[config.mk]
export PLATFORM = sky130hd
export DESIGN_NAME = bcd_seg7_scanner
export DESIGN_NICKNAME = d
export VERILOG_FILES = /design/src/rtl/bcd_seg7_scanner.sv
export SDC_FILE = /design/constraint.sdc
export NUM_CORES = 1
export LEC_CHECK = 0
export CAP_MARGIN = 10
export CORE_UTILIZATION = 26
export CTS_CLUSTER_DIAMETER = 120
export DETAILED_ROUTE_END_ITERATION = 12
export SLEW_MARGIN = 20
export SYNTH_ARGS = -nofsm -noshare
export SYNTH_HDL_FRONTEND = slang
export SYNTH_SLANG_ARGS = --single-unit
[constraint.sdc]
create_clock -name clk -period 2.5 [get_ports clk]
set_input_delay 0.75 -clock clk [delete_from_list [all_inputs] [get_ports clk]]
set_output_delay 0.75 -clock clk [all_outputs]
set_load 0.05 [all_outputs]
[src/rtl/bcd_seg7_scanner.sv]
// Three-digit multiplexed common-anode seven-segment driver for packed BCD.
// Double-buffers incoming digits so updates only land on frame boundaries.
module bcd_seg7_scanner #(
  parameter int unsigned REFRESH_DIV      = 100000,
  parameter bit          BLANK_LZ_DEFAULT = 1'b1
) (
  input  logic        clk,
  input  logic        rst,
  input  logic [11:0] bcd,
  input  logic        load,
  input  logic        blank_lz_wr,
  input  logic        blank_lz_in,
  output logic [6:0]  seg,
  output logic [2:0]  an,
  output logic        frame_done
);

  localparam int unsigned CntW = $clog2(REFRESH_DIV);
  localparam logic [CntW-1:0] CntMax = CntW'(REFRESH_DIV - 1);

  localparam logic [1:0] DIG0 = 2'd0;
  localparam logic [1:0] DIG1 = 2'd1;
  localparam logic [1:0] DIG2 = 2'd2;

  logic [CntW-1:0] div_cnt_q, div_cnt_d;
  logic [1:0]      idx_q, idx_d;
  logic [11:0]     pending_q, pending_d;
  logic            pending_valid_q, pending_valid_d;
  logic [11:0]     disp_q, disp_d;
  logic            blank_lz_q, blank_lz_d;
  logic [6:0]      seg_q, seg_d;
  logic [2:0]      an_q, an_d;

  logic tick;
  logic boundary;

  function automatic logic [6:0] glyph(input logic [3:0] d);
    logic [6:0] g;
    case (d)
      4'd0:    g = 7'h40;
      4'd1:    g = 7'h79;
      4'd2:    g = 7'h24;
      4'd3:    g = 7'h30;
      4'd4:    g = 7'h19;
      4'd5:    g = 7'h12;
      4'd6:    g = 7'h02;
      4'd7:    g = 7'h78;
      4'd8:    g = 7'h00;
      4'd9:    g = 7'h10;
      default: g = 7'h3F; // nibble above 9: dash
    endcase
    return g;
  endfunction

  assign tick     = (div_cnt_q == CntMax);
  assign boundary = tick && (idx_q == DIG2);

  always_comb begin
    div_cnt_d = tick ? '0 : div_cnt_q + 1'b1;

    idx_d = idx_q;
    case (idx_q)
      DIG0:    if (tick) idx_d = DIG1;
      DIG1:    if (tick) idx_d = DIG2;
      DIG2:    if (tick) idx_d = DIG0;
      default: idx_d = DIG0;
    endcase
  end

  always_comb begin
    pending_d       = pending_q;
    pending_valid_d = pending_valid_q;
    disp_d          = disp_q;
    if (boundary) begin
      // A load coinciding with the boundary skips the pending buffer entirely.
      if (load) begin
        disp_d = bcd;
      end else if (pending_valid_q) begin
        disp_d = pending_q;
      end
      pending_valid_d = 1'b0;
    end else if (load) begin
      pending_d       = bcd;
      pending_valid_d = 1'b1;
    end
    blank_lz_d = blank_lz_wr ? blank_lz_in : blank_lz_q;
  end

  always_comb begin
    logic [3:0] hun, ten, one;
    hun  = disp_q[11:8];
    ten  = disp_q[7:4];
    one  = disp_q[3:0];
    seg_d = glyph(one);
    an_d  = 3'b110;
    case (idx_q)
      DIG1: begin
        an_d  = 3'b101;
        seg_d = (blank_lz_q && hun == 4'd0 && ten == 4'd0) ? 7'h7F : glyph(ten);
      end
      DIG2: begin
        an_d  = 3'b011;
        seg_d = (blank_lz_q && hun == 4'd0) ? 7'h7F : glyph(hun);
      end
      default: begin
        an_d  = 3'b110;
        seg_d = glyph(one);
      end
    endcase
  end

  always_ff @(posedge clk or posedge rst) begin
    if (rst) begin
      div_cnt_q       <= '0;
      idx_q           <= DIG0;
      pending_q       <= '0;
      pending_valid_q <= 1'b0;
      disp_q          <= '0;
      blank_lz_q      <= BLANK_LZ_DEFAULT;
      seg_q           <= 7'h7F;
      an_q            <= 3'b111;
    end else begin
      div_cnt_q       <= div_cnt_d;
      idx_q           <= idx_d;
      pending_q       <= pending_d;
      pending_valid_q <= pending_valid_d;
      disp_q          <= disp_d;
      blank_lz_q      <= blank_lz_d;
      seg_q           <= seg_d;
      an_q            <= an_d;
    end
  end

  assign seg        = seg_q;
  assign an         = an_q;
  assign frame_done = boundary;

endmodule

==> metrics, run 1 <==
min cycle time layout=2.53 ns; Comb power frac=12.9%; total power=1.98 mW; Power Dens Cells=533 mW/mm²; CP max stage cell=or4_4; critical path fanouts, max=4; crit-path max cell delay=0.50 ns; row count=39; grt total ovfl=0; Net Sw Frac=26.5%; switching power=0.526 mW; CP Launch Type=register; Die ar.=0.0123 mm²; Final #Nets=380; critical path cell sequence=nand4b_1, or4_4, nor3_4, buf_12; first-pass detailed-route iteration total=4; largest net degree at the start of global routing=56; CTS sink cnt=55; Post-Syn Area per Cell=9.81 µm²; HP Class=register to register; Die W=111 µm; Post-synth EDFFs=0; yosys warns=0; gate count of the mapped netlist=314; crit path DAT=1.78 ns; most common library cells after synthesis=44 x dfrtp_1, 36 x nor2_1, 25 x a21oi_1; Post-synth top flop=dfrtp_1; ranking of synthesized cells by area=dfrtp_1 36%, dfstp_2 9.4%, ha_1 8.5%; total number of vias=2,313; CP Class=register to primary output; required time worst endpoint=1.75 ns; Final Slew Violations=0; antenna cells=0; Seq pwr share=49.4%; clock slew at reported path FFs=0.08 ns; Initial Util=26.9%; RSZ-0062 raised after global routing=yes; Die H=111 µm; ratio of final minimum period to clock period=101%; post-DP HPWL=4770 µm; Num CTS Buffers=5; Cell variety after synth=52; crit end category=primary output; Area growth syn-to-layout=20.8%; Async SR Flop Fraction=100%; Initial DRC Count=80; Final TNS setup=-0.0332 ns; outcome=finished with violations; worst vdd ir=0.237 mV; skew final=0.00619 ns; vias in the first global route=2,306; worst slew pin tran=0.524 ns; cell with the most instances after synthesis=dfrtp_1; failing checks=setup timing; slew margin rel.=64.8%; H-tree levels=2; gr usage total=11.2%; Syn Nets=352; Max Cap Viol=0; synthesized area=0.00308 mm²; CTS tree=done; Hold Vio Cnt, Final=0; Clock Path Buffers=2; Skew-Pair Late Insertion Delay=0.30 ns; Yosys reg bits=55; Core Region=0.0115 mm²; initial antenna violation count=0; # setup viols final=1; sequential element share of the synthesized area=45.1%; Via density=4.76; Ports=28; RePlAce Congestion=0.798; Yosys top cell area share=35.7%; hold_ws=0.486 ns; total wire length=6530 µm; Clk pwr share=37.8%; cts hold-fix bufs=0; Root Buffer=clkbuf_16; share of cells above drive strength 1=12.5%; internal power=1.46 mW; PortBufs=27; fmax=395 MHz; DRC=0; antenna viol nets, final=0; global-route wire length before repair=11,300 µm; Pleak=1.62 nW; cell accounting for the most synthesized area=dfrtp_1; WL/cell=13.4 µm; worst setup margin=-0.0332 ns
[worst max-delay path: cells and delay by family, from the launching register on]
kind / cells / cell delay (ns)
AND/OR/NAND/NOR: 3 / 0.92
buffers and inverters: 1 / 0.17
flip-flops: 1 / 0.40
[layout by cell type (no fill, tap or decap), types with 4 or more instances in the layout]
master           instances
xor2_1                  10
clkbuf_16                5
nand2_1                 11
buf_4                    7
nand3_1                 11
and3_1                   9
dfrtp_1                 44
inv_1                   22
ha_1                    21
nor2_1                  36
o22ai_1                  4
dfstp_2                 11
mux2_1                  10
o31ai_1                  4
a31oi_1                  6
nor3_1                   5
o21ai_0                 16
a21oi_1                 25
clkdlybuf4s50_1         26
xnor2_1                  5
nand2b_1                 5
[path summary, 6_finish.rpt]
kind                                             start  depth (start not counted)  slack, ns                   endpoint
worst max-delay path            div_cnt_q[8]$_DFF_PP0_                          4      -0.03                 frame_done
worst min-delay path            div_cnt_q[8]$_DFF_PP0_                          1       0.49     div_cnt_q[8]$_DFF_PP0_
worst max register to register  div_cnt_q[0]$_DFF_PP0_                          7       0.27  pending_q[11]$_DFFE_PP0P_
worst min register to register  div_cnt_q[8]$_DFF_PP0_                          1       0.49     div_cnt_q[8]$_DFF_PP0_
max in group asynchronous                          rst                          3       1.39            an[1]$_DFF_PP1_
min in group asynchronous                          rst                          3       0.83     div_cnt_q[9]$_DFF_PP0_
[sequential cells by signal (all words and copies together), names as in the netlist]
| signal | flops |
|---|---|
| div_cnt_q | 17 |
| seg | 7 |
| pending_valid_q | 1 |
| idx_q | 2 |
| an | 3 |
| disp_q | 12 |
| pending_q | 12 |
| blank_lz_q | 1 |
[cell families after synthesis]
group | after synthesis | share of synthesized area (%)
mux | 15 | 5.40
fa+ha+maj | 21 | 8.53
xor+xnor | 15 | 4.26
flops | 55 | 45.1
buf+inv | 38 | 4.96
simple gates | 97 | 17.2
compound gates | 73 | 14.5
[metrics by stage]
stage,instance area [µm²],setup slack [ns],utilization (%),std cells
floorplan,3090,0.0676,-,314
global placement,3550,0.246,30.9,477
detailed placement,3550,0.191,30.9,477
CTS,3710,-0.0587,32.4,485
global route,3720,-0.113,32.4,486
finish,3720,-0.0332,32.4,486
[cell type report]
cell class / count / area, µm²
Timing Repair Buffer: 35 / 353
Inverter: 24 / 90.1
Fill cell: 1170 / 7750
Sequential cell: 55 / 1390
Tap cell: 143 / 179
Clock inverter: 2 / 20.0
Clock buffer: 6 / 139
Multi-Input combinational cell: 221 / 1550
[power groups by stage]
stage	clock network, mW	registers, mW	logic [mW]
after detailed placement	0	0.996	0.257
after global placement	0	0.995	0.253
after CTS	0.777	0.979	0.258
final	0.749	0.979	0.255
after floorplan	0	1.02	0.140
after global routing	0.809	0.986	0.285
[metal layers]
metal	GRT usage (%)	part of all wire, %	vias to the layer above
li1	-	-	1157
met2	16.7	44	44
met1	16.5	53	1107
met3	1.69	2.3	5
met4	3.73	1.2	0
met5	0	0	-
[what timing repair did]
action                     in CTS  in global routing
setup buffers                   0                  1
pin swaps                       0                  0
gates cloned                    0                  0
setup endpoints to repair       1                  1
gates resized for setup         1                  1
Note: power is estimated with default switching activity, not from simulation.
==> run 2: changes to the inputs <==
--- a/config.mk
+++ b/config.mk
@@ -5,6 +5,7 @@
 export SDC_FILE = /design/constraint.sdc
 export NUM_CORES = 1
 export LEC_CHECK = 0
+export ABC_CLOCK_PERIOD_IN_PS = 2500
 export CAP_MARGIN = 10
 export CORE_UTILIZATION = 26
 export CTS_CLUSTER_DIAMETER = 120
==> results of run 2 <==
The final DEF is identical to that of run 1; final timing and power are the same.
==> run 3: changes to the inputs <==
--- a/config.mk
+++ b/config.mk
@@ -10,6 +10,7 @@
 export CORE_UTILIZATION = 26
 export CTS_CLUSTER_DIAMETER = 120
 export DETAILED_ROUTE_END_ITERATION = 12
+export PLACE_DENSITY = 0.42
 export SLEW_MARGIN = 20
 export SYNTH_ARGS = -nofsm -noshare
 export SYNTH_HDL_FRONTEND = slang
==> metrics, run 3 (synthesis gave the netlist of run 1 again) <==
outcome=finished clean (was finished with violations); slew margin rel.=66.2% (was 64.8%); share of cells above drive strength 1=14.6% (was 12.5%); Clock Path Buffers=2 (unchanged); HP Class=register to register (unchanged); RePlAce Congestion=0.777 (was 0.798); Die W=111 µm (unchanged); area of the multi-input gates=0.00156 mm² (was 0.00155 mm²); Via density=4.75 (was 4.76); # setup viols final=0 (was 1); DRC=0 (unchanged); required time worst endpoint=1.75 ns (about the same); cells on worst reg2reg path=8 (was 7); WL met1=3430 µm (was 3450 µm); grt total ovfl=0 (unchanged); initial antenna violation count=0 (unchanged); Skew-Pair Late Insertion Delay=0.29 ns (was 0.30 ns); Final Slew Violations=0 (unchanged); largest net degree at the start of global routing=56 (unchanged); Max Cap Viol=0 (unchanged); ratio of final minimum period to clock period=97.3% (was 101%); Die H=111 µm (unchanged); total wire length=6690 µm (was 6530 µm); Pleak=1.64 nW (was 1.62 nW); PortBufs=27 (unchanged); clock slew at reported path FFs=0.08 ns (about the same); flop-to-flop setup slack=0.21 ns (was 0.27 ns); crit end category=primary output (unchanged); antenna viol nets, final=0 (unchanged); Core Region=0.0115 mm² (unchanged); Num CTS Buffers=5 (unchanged); most frequent cells in the layout=42 x dfrtp_1, 36 x nor2_1, 26 x clkdlybuf4s50_1 (was 44 x dfrtp_1, 36 x nor2_1, 26 x clkdlybuf4s50_1); hold_ws=0.496 ns (was 0.486 ns); met3 routed WL=279 µm (was 149 µm); final core occ=32.8% (was 32.4%); CP Launch Type=register (unchanged); worst hold path depth=1 (unchanged); min cycle time layout=2.43 ns (was 2.53 ns); sequential cell area=0.00139 mm² (about the same); commonest non-fill, non-tap cell in the layout=dfrtp_1 (unchanged); Die ar.=0.0123 mm² (unchanged); gr usage total=11.7% (was 11.2%); RSZ-0062 raised after global routing=yes (unchanged); fmax=411 MHz (was 395 MHz); Area growth syn-to-layout=22.3% (was 20.8%); Fill cells=1,193 (was 1,170); CTS sink cnt=55 (unchanged); Initial Util=26.9% (unchanged); Met2 Wirelength=2880 µm (was 2860 µm); post-placement cell area=0.00356 mm² (was 0.00355 mm²); Hold EP=pending_q[3]$_DFFE_PP0P_ (was div_cnt_q[8]$_DFF_PP0_); total number of vias=2,336 (was 2,313); final instance area=0.00377 mm² (was 0.00372 mm²); WL/cell=13.6 µm (was 13.4 µm); worst slew pin tran=0.504 ns (was 0.524 ns); Reg with most FFs=div_cnt_q (unchanged); post-DP HPWL=4860 µm (was 4770 µm); worst reg2reg path endpoint=pending_q[7]$_DFFE_PP0P_ (was pending_q[11]$_DFFE_PP0P_); Root Buffer=clkbuf_16 (unchanged); vias in the first global route=2,307 (was 2,306); max reg flops=17 (unchanged); first-pass detailed-route iteration total=4 (unchanged); H-tree levels=2 (unchanged); crit path DAT=1.68 ns (was 1.78 ns); skew final=0.0105 ns (was 0.00619 ns); Final #Nets=386 (was 380); Power Dens Cells=520 mW/mm² (was 533 mW/mm²); hold path start=pending_q[3]$_DFFE_PP0P_ (was div_cnt_q[8]$_DFF_PP0_); DR top layer=met4 (unchanged); row count=39 (unchanged); worst r2r src=div_cnt_q[0]$_DFF_PP0_ (unchanged); Hold Vio Cnt, Final=0 (unchanged); antenna cells=0 (unchanged); CTS tree=done (unchanged); Final TNS setup=0 ns (was -0.0332 ns); critical path fanouts, max=4 (unchanged); Initial DRC Count=137 (was 80); Regs by FF count=div_cnt_q x17, disp_q x12, pending_q x12 (unchanged); global-route wire length before repair=11,600 µm (was 11,300 µm); worst vdd ir=0.253 mV (was 0.237 mV); CP Class=register to primary output (unchanged); Ports=28 (unchanged)
==> run 3: worst max-delay path, cell delays in order, from the launching register on <==
cell and delay (ns):
dfrtp_1 0.37, ha_1 0.18, and3_2 0.24, nand4_2 0.16, nor3_4 0.26, buf_12 0.17
==> run 3: what timing repair did <==
action                                  4_1_cts  5_1_grt
buffers inserted                              3        2
pin swaps                                     2        3
endpoints found under the hold margin         0        0
gates resized for setup                       1        4
endpoints found under the setup margin        1        1
hold buffers                                  0        0
==> run 3: routing by layer <==
layer	vias up	track usage, %
met2	49	17.3
met4	0	4.44
met1	1103	16.7
met5	-	0
li1	1176	-
met3	8	2.08
==> run 3: how the worst max path moves through the flow <==
stage | from | to | slack (ns) | cells after the start
2_1_floorplan | div_cnt_q[8]$_DFF_PP0_ | frame_done | 0.07 | 3
3_3_place_gp | div_cnt_q[8]$_DFF_PP0_ | frame_done | 0.19 | 4
3_5_place_dp | div_cnt_q[8]$_DFF_PP0_ | frame_done | 0.17 | 4
4_1_cts | div_cnt_q[8]$_DFF_PP0_ | frame_done | -0.09 | 4
5_1_grt | div_cnt_q[8]$_DFF_PP0_ | frame_done | -0.01 | 4
6_report | div_cnt_q[0]$_DFF_PP0_ | frame_done | 0.07 | 5
==> run 3: report_power, final <==
group,total (mW),internal (mW),switching [mW],leakage (nW)
clock,0.723,0.378,0.345,0.0746
combinational,0.258,0.109,0.149,0.912
sequential,0.978,0.942,0.0364,0.651
==> run 3: area by class of cell <==
cell class | instances | area share [%]
multi-input cells | 221 | 41.4
well taps | 143 | 4.75
clock buffers | 5 | 3.32
repair buffers | 41 | 10.6
flip-flops and latches | 55 | 37.0
inverters | 24 | 2.39
clock inverters | 3 | 0.598
==> run 3: through the flow <==
| step | power, mW | std cells | setup WS, ns |
|---|---|---|---|
| after floorplan | 1.16 | 314 | 0.0676 |
| after global placement | 1.26 | 479 | 0.187 |
| after detailed placement | 1.26 | 479 | 0.173 |
| after CTS | 1.99 | 490 | -0.0856 |
| after global routing | 2.07 | 492 | -0.0124 |
| final | 1.96 | 492 | 0.0678 |
